File: config.mk
export PLATFORM = sky130hd
export DESIGN_NAME = alu_op_sequencer_flat
export DESIGN_NICKNAME = d
export VERILOG_FILES = /design/src/rtl/alu_op_sequencer_pkg.sv /design/src/rtl/alu_op_sequencer_if.sv /design/src/rtl/alu_op_sequencer_settle_cnt.sv /design/src/rtl/alu_op_sequencer.sv /design/src/flat_wrapper.sv
export SDC_FILE = /design/constraint.sdc
export NUM_CORES = 1
export LEC_CHECK = 0
export CAP_MARGIN = 20
export CORE_MARGIN = 2
export CORE_UTILIZATION = 40
export CTS_CLUSTER_SIZE = 16
export DETAILED_ROUTE_END_ITERATION = 7
export GPL_TIMING_DRIVEN = 0
export PLACE_DENSITY = 0.77
export SLEW_MARGIN = 20
export SYNTH_ARGS = -nofsm -noshare
export SYNTH_HDL_FRONTEND = slang
export SYNTH_HIERARCHICAL = 1
export SYNTH_SLANG_ARGS = --single-unit
File: constraint.sdc
create_clock -name clk -period 3.1 [get_ports clk]
set_input_delay 0.62 -clock clk [delete_from_list [all_inputs] [get_ports clk]]
set_output_delay 0.62 -clock clk [all_outputs]
set_load 0.1 [all_outputs]
File: src/rtl/alu_op_sequencer_pkg.sv
// Shared types and constants for the ALU operation sequencer.
// Holds the sequencer state encoding, the flag width, the settle counter
// width and the opcode values understood by the attached ALU.
package alu_seq_pkg;

    localparam int FLAGS_W = 4;
    localparam int CNT_W   = 4;

    typedef enum logic [2:0] {
        IDLE,
        LD_A,
        LD_B,
        LD_OP,
        UPDATE,
        SETTLE,
        RESP
    } state_t;

    localparam logic [1:0] OP_ADD = 2'd0;
    localparam logic [1:0] OP_SUB = 2'd1;
    localparam logic [1:0] OP_OR  = 2'd2;
    localparam logic [1:0] OP_AND = 2'd3;

endpackage

File: src/rtl/alu_op_sequencer_if.sv
// Bundle of request handshake, ALU strobe/bus and response handshake signals.
// The slave modport is the sequencer's view; the master modport is the view
// of whatever surrounds it (command source, ALU register block, consumer).
interface alu_op_sequencer_if
    import alu_seq_pkg::*;
#(
    parameter int WIDTH = 16,
    parameter int OP_W  = 2
) ();

    logic               req_valid;
    logic               req_ready;
    logic [WIDTH-1:0]   req_a;
    logic [WIDTH-1:0]   req_b;
    logic [OP_W-1:0]    req_op;

    logic               load_A;
    logic               load_B;
    logic               load_Op;
    logic               updateRes;
    logic [WIDTH-1:0]   data_in;
    logic [WIDTH-1:0]   alu_result;
    logic [FLAGS_W-1:0] alu_flags;

    logic               rsp_valid;
    logic               rsp_ready;
    logic [WIDTH-1:0]   rsp_result;
    logic [FLAGS_W-1:0] rsp_flags;

    logic               busy;

    modport slave (
        input  req_valid, req_a, req_b, req_op, alu_result, alu_flags, rsp_ready,
        output req_ready, load_A, load_B, load_Op, updateRes, data_in,
        output rsp_valid, rsp_result, rsp_flags, busy
    );

    modport master (
        output req_valid, req_a, req_b, req_op, alu_result, alu_flags, rsp_ready,
        input  req_ready, load_A, load_B, load_Op, updateRes, data_in,
        input  rsp_valid, rsp_result, rsp_flags, busy
    );

endinterface

File: src/rtl/alu_op_sequencer_settle_cnt.sv
// Loadable down-counter used while waiting for the ALU result to settle.
// Loading N arms the counter; done pulses for one cycle N+1 cycles later,
// i.e. on the last of N+1 counted cycles after the load edge.
module alu_seq_settle_cnt #(
    parameter int CNT_W = 4
) (
    input  logic             clk,
    input  logic             reset,
    input  logic             load,
    input  logic [CNT_W-1:0] load_val,
    output logic             done
);

    logic [CNT_W-1:0] count_reg;
    logic             active_reg;

    // Count down after a load; disarm once the terminal count is reached.
    always_ff @(posedge clk) begin
        if (!reset) begin
            count_reg  <= '0;
            active_reg <= 1'b0;
        end else if (load) begin
            count_reg  <= load_val;
            active_reg <= 1'b1;
        end else if (active_reg) begin
            if (count_reg == '0) begin
                active_reg <= 1'b0;
            end else begin
                count_reg <= count_reg - 1'b1;
            end
        end
    end

    assign done = active_reg && (count_reg == '0);

endmodule

File: src/rtl/alu_op_sequencer.sv
// Sequences one ALU transaction: load A, load B, load opcode, update result,
// wait SETTLE_CYCLES, then return result and flags over a response handshake.
// All outputs are registered. Optional macro ALU_SEQ_OPCACHE_EN skips the
// opcode load when the opcode matches the one most recently loaded.
module alu_op_sequencer
    import alu_seq_pkg::*;
#(
    parameter int WIDTH         = 16,
    parameter int OP_W          = 2,
    parameter int SETTLE_CYCLES = 1
) (
    input  logic              clk,
    input  logic              reset,
    alu_op_sequencer_if.slave bus
);

    // Counter is armed with one less than the settle length: it is loaded on
    // the edge leaving UPDATE and reports done on the last SETTLE cycle.
    localparam logic [CNT_W-1:0] SETTLE_LOAD = CNT_W'(SETTLE_CYCLES - 1);

    state_t             state_reg;
    logic [WIDTH-1:0]   a_reg;
    logic [WIDTH-1:0]   b_reg;
    logic [OP_W-1:0]    op_reg;
    logic               load_a_reg;
    logic               load_b_reg;
    logic               load_op_reg;
    logic               update_res_reg;
    logic [WIDTH-1:0]   data_in_reg;
    logic               rsp_valid_reg;
    logic [WIDTH-1:0]   rsp_result_reg;
    logic [FLAGS_W-1:0] rsp_flags_reg;
    logic               req_ready_reg;
    logic               busy_reg;
    logic               settle_done;
    logic               op_hit;

`ifdef ALU_SEQ_OPCACHE_EN
    logic [OP_W-1:0]    last_op_reg;
    logic               last_op_vld_reg;

    // Remember the opcode the ALU register currently holds.
    always_ff @(posedge clk) begin
        if (!reset) begin
            last_op_reg     <= '0;
            last_op_vld_reg <= 1'b0;
        end else if (state_reg == LD_OP) begin
            last_op_reg     <= op_reg;
            last_op_vld_reg <= 1'b1;
        end
    end

    assign op_hit = last_op_vld_reg && (last_op_reg == op_reg);
`else
    assign op_hit = 1'b0;
`endif

    alu_seq_settle_cnt #(
        .CNT_W    (CNT_W)
    ) u_settle_cnt (
        .clk      (clk),
        .reset    (reset),
        .load     (state_reg == UPDATE),
        .load_val (SETTLE_LOAD),
        .done     (settle_done)
    );

    // Transaction FSM; outputs are set alongside the next state so that each
    // strobe is high exactly during the cycle its state is occupied.
    always_ff @(posedge clk) begin
        if (!reset) begin
            state_reg      <= IDLE;
            a_reg          <= '0;
            b_reg          <= '0;
            op_reg         <= '0;
            load_a_reg     <= 1'b0;
            load_b_reg     <= 1'b0;
            load_op_reg    <= 1'b0;
            update_res_reg <= 1'b0;
            data_in_reg    <= '0;
            rsp_valid_reg  <= 1'b0;
            rsp_result_reg <= '0;
            rsp_flags_reg  <= '0;
            req_ready_reg  <= 1'b1;
            busy_reg       <= 1'b0;
        end else begin
            // Strobes and the load bus drop back to zero unless a state sets them.
            load_a_reg     <= 1'b0;
            load_b_reg     <= 1'b0;
            load_op_reg    <= 1'b0;
            update_res_reg <= 1'b0;
            data_in_reg    <= '0;
            case (state_reg)
                IDLE: begin
                    if (bus.req_valid && req_ready_reg) begin
                        a_reg         <= bus.req_a;
                        b_reg         <= bus.req_b;
                        op_reg        <= bus.req_op;
                        load_a_reg    <= 1'b1;
                        data_in_reg   <= bus.req_a;
                        req_ready_reg <= 1'b0;
                        busy_reg      <= 1'b1;
                        state_reg     <= LD_A;
                    end
                end
                LD_A: begin
                    load_b_reg  <= 1'b1;
                    data_in_reg <= b_reg;
                    state_reg   <= LD_B;
                end
                LD_B: begin
                    if (op_hit) begin
                        update_res_reg <= 1'b1;
                        state_reg      <= UPDATE;
                    end else begin
                        load_op_reg <= 1'b1;
                        data_in_reg <= {{(WIDTH-OP_W){1'b0}}, op_reg};
                        state_reg   <= LD_OP;
                    end
                end
                LD_OP: begin
                    update_res_reg <= 1'b1;
                    state_reg      <= UPDATE;
                end
                UPDATE: begin
                    state_reg <= SETTLE;
                end
                SETTLE: begin
                    if (settle_done) begin
                        rsp_result_reg <= bus.alu_result;
                        rsp_flags_reg  <= bus.alu_flags;
                        rsp_valid_reg  <= 1'b1;
                        state_reg      <= RESP;
                    end
                end
                RESP: begin
                    if (bus.rsp_ready) begin
                        rsp_valid_reg <= 1'b0;
                        req_ready_reg <= 1'b1;
                        busy_reg      <= 1'b0;
                        state_reg     <= IDLE;
                    end
                end
                default: begin
                    rsp_valid_reg <= 1'b0;
                    req_ready_reg <= 1'b1;
                    busy_reg      <= 1'b0;
                    state_reg     <= IDLE;
                end
            endcase
        end
    end

    assign bus.req_ready  = req_ready_reg;
    assign bus.load_A     = load_a_reg;
    assign bus.load_B     = load_b_reg;
    assign bus.load_Op    = load_op_reg;
    assign bus.updateRes  = update_res_reg;
    assign bus.data_in    = data_in_reg;
    assign bus.rsp_valid  = rsp_valid_reg;
    assign bus.rsp_result = rsp_result_reg;
    assign bus.rsp_flags  = rsp_flags_reg;
    assign bus.busy       = busy_reg;

endmodule
File: src/flat_wrapper.sv
// flat-port wrapper written by rule: the top's interface ports become plain ports
module alu_op_sequencer_flat import alu_seq_pkg::*;
#(
    parameter int WIDTH         = 16,
    parameter int OP_W          = 2,
    parameter int SETTLE_CYCLES = 1
)
  (clk, reset, bus_req_valid, bus_req_a, bus_req_b, bus_req_op, bus_alu_result, bus_alu_flags, bus_rsp_ready, bus_req_ready, bus_load_A, bus_load_B, bus_load_Op, bus_updateRes, bus_data_in, bus_rsp_valid, bus_rsp_result, bus_rsp_flags, bus_busy);
  alu_op_sequencer_if #(.WIDTH(WIDTH), .OP_W(OP_W)) bus_i ();
  input  logic clk;
  input  logic reset;
  input wire logic [$bits(bus_i.req_valid)-1:0] bus_req_valid;
  input wire logic [$bits(bus_i.req_a)-1:0] bus_req_a;
  input wire logic [$bits(bus_i.req_b)-1:0] bus_req_b;
  input wire logic [$bits(bus_i.req_op)-1:0] bus_req_op;
  input wire logic [$bits(bus_i.alu_result)-1:0] bus_alu_result;
  input wire logic [$bits(bus_i.alu_flags)-1:0] bus_alu_flags;
  input wire logic [$bits(bus_i.rsp_ready)-1:0] bus_rsp_ready;
  output wire logic [$bits(bus_i.req_ready)-1:0] bus_req_ready;
  output wire logic [$bits(bus_i.load_A)-1:0] bus_load_A;
  output wire logic [$bits(bus_i.load_B)-1:0] bus_load_B;
  output wire logic [$bits(bus_i.load_Op)-1:0] bus_load_Op;
  output wire logic [$bits(bus_i.updateRes)-1:0] bus_updateRes;
  output wire logic [$bits(bus_i.data_in)-1:0] bus_data_in;
  output wire logic [$bits(bus_i.rsp_valid)-1:0] bus_rsp_valid;
  output wire logic [$bits(bus_i.rsp_result)-1:0] bus_rsp_result;
  output wire logic [$bits(bus_i.rsp_flags)-1:0] bus_rsp_flags;
  output wire logic [$bits(bus_i.busy)-1:0] bus_busy;
  assign bus_i.req_valid = bus_req_valid;
  assign bus_i.req_a = bus_req_a;
  assign bus_i.req_b = bus_req_b;
  assign bus_i.req_op = bus_req_op;
  assign bus_i.alu_result = bus_alu_result;
  assign bus_i.alu_flags = bus_alu_flags;
  assign bus_i.rsp_ready = bus_rsp_ready;
  assign bus_req_ready = bus_i.req_ready;
  assign bus_load_A = bus_i.load_A;
  assign bus_load_B = bus_i.load_B;
  assign bus_load_Op = bus_i.load_Op;
  assign bus_updateRes = bus_i.updateRes;
  assign bus_data_in = bus_i.data_in;
  assign bus_rsp_valid = bus_i.rsp_valid;
  assign bus_rsp_result = bus_i.rsp_result;
  assign bus_rsp_flags = bus_i.rsp_flags;
  assign bus_busy = bus_i.busy;
  alu_op_sequencer #(.WIDTH(WIDTH), .OP_W(OP_W), .SETTLE_CYCLES(SETTLE_CYCLES)) u_core (.clk(clk), .reset(reset), .bus(bus_i));
endmodule
Word level (Yosys, flattened, before mapping). Index checks and enable logic that the tools add are counted.

Register bits: 69. Word-level logic and storage cells: 64.

Add/subtract/negate cells: 1. Eq/ne operators: 9. Mux-type cells: 21. Bitwise gates (word level): 4. Reduce and logical (&&, ||, !) cells: 14.

Operators with widths (count): 16-bit one-hot mux with 3 select lines (1); 3-bit one-hot mux with 7 select lines (1); 16-bit 2-to-1 mux (1); 1-bit 2-to-1 mux (12); 5-bit OR reduction (2); 3-bit == test (second input constant) (3); 3-bit 2-to-1 mux (3); 1-bit one-hot mux with 3 select lines (3); 3-bit AND reduction (3); 2-bit AND reduction (4); 3-bit by 2-bit == test with 1-bit output (second input constant) (2); 4-bit logical NOT (1); 2-bit by 1-bit inequality test with 1-bit output (second input constant) (2); 1-bit inverter (4); 4-bit by 1-bit subtractor with 4-bit output (second input constant) (1); 3-bit by 1-bit == test with 1-bit output (second input constant) (1); 3-bit logical NOT (1); 1-bit logical AND (2); 2-bit inequality test (second input constant) (1); 2-bit OR reduction (1).

Logic depth before layout (Yosys ltp).
Depth after elaboration: 4. Mapped depth: 8.

Cells and area by module. The synthesis kept the hierarchy.

By module, submodules not included: alu_op_sequencer (instances 1, cells each 291, area an instance 2660.1 um2, sequential area each 1281.2 um2); alu_seq_settle_cnt (instances 1, cells each 35, area an instance 287.8 um2, sequential area each 100.1 um2).

Worst setup path after synthesis. Ideal clock, no wire load.

Path kind: register to register. From: reg u_core.req_ready_reg (netlist: u_core/bus.req_ready). To: reg u_core.b_reg[0]. Library setup time: 0.072 ns. Arrival: 1.897 ns. Data required time: 3.028 ns. Setup slack: 1.131 ns. Cell stages (with the launch flop): 5. Path buffers: 1. Clock period less this slack: 1.969 ns. Path through: dfxtp_1 -> nand2_1 -> nor4_4 -> buf_4 -> mux2i_1.

Longest elaborated chain between the ends: 2.

Ends and longest elaborated chain: start: declaration (line alu_op_sequencer.sv:33) `logic req_ready_reg;`; start signal: assignment (line alu_op_sequencer.sv:84) `req_ready_reg <= 1'b1;`; start signal: assignment (line alu_op_sequencer.sv:101) `req_ready_reg <= 1'b0;`; start signal: assignment (line alu_op_sequencer.sv:139) `req_ready_reg <= 1'b1;`; 1-bit logical AND (line alu_op_sequencer.sv:95) `if (bus.req_valid && req_ready_reg) begin`; 2-bit AND reduction (no line); end signal: assignment (line alu_op_sequencer.sv:97) `b_reg <= bus.req_b;`; end: declaration (line alu_op_sequencer.sv:23) `logic [WIDTH-1:0] b_reg;`.

Every way passes these cells. A chain may end at the register's enable or synchronous reset.

Worst setup path after layout.
From: reg u_core.req_ready_reg (netlist: u_core/bus.req_ready). To: out bus_req_ready.

RTL lines: end: declaration (line flat_wrapper.sv:19) `output wire logic [$bits(bus_i.req_ready)-1:0] bus_req_ready;`.

No word-level cell between the ends.

==> reports/metrics.yaml <==
status:
  status: "completed"
timing:
  relSlewSlack_pct: 34.3
  fmax_mhz: 389
  tns_ns: 0
  hold_viol_final: 0
  min_period_ns: 2.57
  fin_crit_sh_pct: 82.8
  maxSlewViolCount: 0
  skew_ns: 0.00574
  rsz0062_at_grt: "no"
  setup_viol: 0
  worst_pin_slew_ns: 0.983
  hold_ws_ns: 0.452
  setup_slack_ns: 0.532
routing:
  drtPass1Iterations: 4
  drt-total-wl_mm: 7.65
  vias_per_cell: 4.93
  drc_errors: 0
  vias: 2680
  postRouteAntennaNets: 0
  drt_first_iter_violations: 95
  wl_per_cell_um: 14.1
critical_path:
  rrSetupSlack_ns: 1.15
  path_buf_inv: 1
  path_cells: "clkdlybuf4s50_1"
  cpMaxStageDelayCell: "clkdlybuf4s50_1"
  required_ns: 2.48
  crit_fanout: 5
  r2r-end: "u_core/bus.rsp_result[11]"
  cp-end-kind: "output pin"
  reg2reg_from: "u_core/u_settle_cnt/count_reg[0]"
  cp_slowest_stage_delay_ns: 1.17
  path_class: "flip-flop to output pin"
  worstSetupStartpointType: "flip-flop"
  worstRegToRegCells: 8
  arrival_ns: 1.95
  critPathLaunch: "u_core/bus.req_ready"
  cp_top_family: "buffers and inverters"
yosys:
  synth_top_family_by_area: "simple AND/OR/NAND/NOR gates"
  ys_ff_latch: 69
  synth-adder-area-share_pct: 0.424
  syn_area_mm2: 0.00295
  yosysTopAreaCell: "dfxtp_1"
  yosysSeqAreaShare_pct: 46.9
  synth_edf_count: 0
  synthXorXnorAreaFrac_pct: 0
  yosys.area_share.simple_pct: 25.5
  synthArstFlopShare_pct: 0
  yosys_warnings: 6
  ys_top_cells_by_area: "dfxtp_1, nand2_1, mux2i_1, a21boi_1, a22oi_1"
  synth_top_area_share_pct: 46.9
  synthCells: 326
  yosysMostFrequentCell: "nand2_1"
  synth_commonest_cells: "nand2_1, dfxtp_1, nor2_1, a21boi_1, mux2i_1"
  avgSynthCellArea_um2: 9.04
  synth_ff_type: "dfxtp_1"
  synth-compound-area-share_pct: 14.6
  yosysUniqueCellTypes: 44
  muxShareOfSynthArea_pct: 6.45
cells_and_area:
  antenna_cells: 0
  fillers: 631
  post-route-cell-area_mm2: 0.00430
  fin_nets: 499
  syn2layout_area_growth_pct: 45.8
  seqCellArea_mm2: 0.00138
  drive_above_1_share_pct: 9.21
  multi_input_area_mm2: 0.00140
cts:
  cts_repair_resize_count: 0
  postCtsSetupBuffers: 0
  cts.sinks: 69
  cts-root-buf: "clkbuf_8"
  h-tree-depth: 3
  cts_hold_buf: 0
  cts_inserted_buffers: 9
  clkTransAtPathRegs_ns: 0.08
  clk_latency_ns: 0.35
  cts_tree: "yes"
  cts_max_path_buffers: 2
floorplan:
  num_rows: 31
  ios: 101
  die_h_um: 89.8
  coreArea_mm2: 0.00718
  die_w_um: 89.8
  die_area_mm2: 0.00807
  initial_utilization_pct: 41.1
hold_path:
  hp-class: "flip-flop to flip-flop"
  worstHoldPathCells: 2
  hp-start: "u_core/bus.rsp_result[3]"
  hold_end: "u_core/bus.rsp_result[3]"
run:
  max_cap_violations: 0
pwr:
  max-vdd-ir-drop_mv: 0.340
  power_w: 0.00225
  power_density_mw_per_mm2: 523
  cellLeakagePower_nw: 1.59
global_routing:
  grt_pass1_vias: 2661
  antenna_found_initial: 0
  grt_overflow: 0
  grtUsageTotal_pct: 19.5
  grt_pass1_wl_mm: 12.8
  grt_max_degree: 13
place:
  dp_hpwl_mm: 5.53
  dpl_cell_area_mm2: 0.00408
  io_buffers: 100
  post-place-ws_ns: 0.876
  place_congestion: 0.804
## how the worst max path moves through the flow
stage	end	slack, ns	depth (start not counted)
after floorplan	u_core/b_reg[0]	1.13	4
after global placement	u_core/b_reg[9]	0.89	5
after detailed placement	u_core/b_reg[14]	0.88	5
after CTS	bus_req_ready	0.53	1
after global routing	bus_req_ready	0.48	1
final	bus_req_ready	0.53	1
## cell type report
cell class                 count  share of cell area [%]
buffer                        25                    3.64
clock buffer                  10                    2.97
clock inverter                 6                    2.01
inverter                       6                   0.524
multi-input combinational    229                    32.5
sequential                    69                    32.1
tap                           99                    2.88
timing repair buffer         100                    23.3
## stage by stage
stage | utilization [%] | cells
6_report | 59.9 | 544
5_1_grt | 59.9 | 544
4_1_cts | 59.9 | 544
3_5_place_dp | 56.9 | 528
3_3_place_gp | 56.9 | 528
2_1_floorplan | - | 329
## cell families (layout without fill, tap and decap cells)
group,after synthesis,count (layout)
flops,69,69
mux,19,19
buf+inv,31,147
fa+ha+maj,1,1
other cells,1,4
simple gates,147,147
compound gates,58,58
## power breakdown
group          internal, W  switching (W)
Combinational     0.000191       0.000297
Clock             0.000453       0.000347
Sequential        0.000934      0.0000272
## layer usage
metal	GRT usage [%]	vias up	part of all wire, %
met5	0	-	0
met3	4.86	12	6.8
met2	31.7	111	46
li1	-	1344	-
met4	9.10	0	1.4
met1	24.6	1213	46
## placed cells by master, fill, tap and decap left out, types with 3 or more instances in the layout
cell type,n
a21oi_1,7
clkbuf_8,9
clkdlybuf4s50_1,100
nand3_1,5
buf_4,11
conb_1,4
nor4b_1,13
nand2_1,82
a22oi_1,16
o21ai_0,3
inv_1,6
dfxtp_1,69
nor2_1,25
buf_2,5
clkbuf_1,8
mux2i_1,19
a21boi_1,20
## tightest hold or removal path, cell delays in order (launching register included)
cell and delay (ns):
dfxtp_1 0.31, nand2_1 0.05, a21boi_1 0.05
No activity file was read; power rests on OpenSTA's default activity.
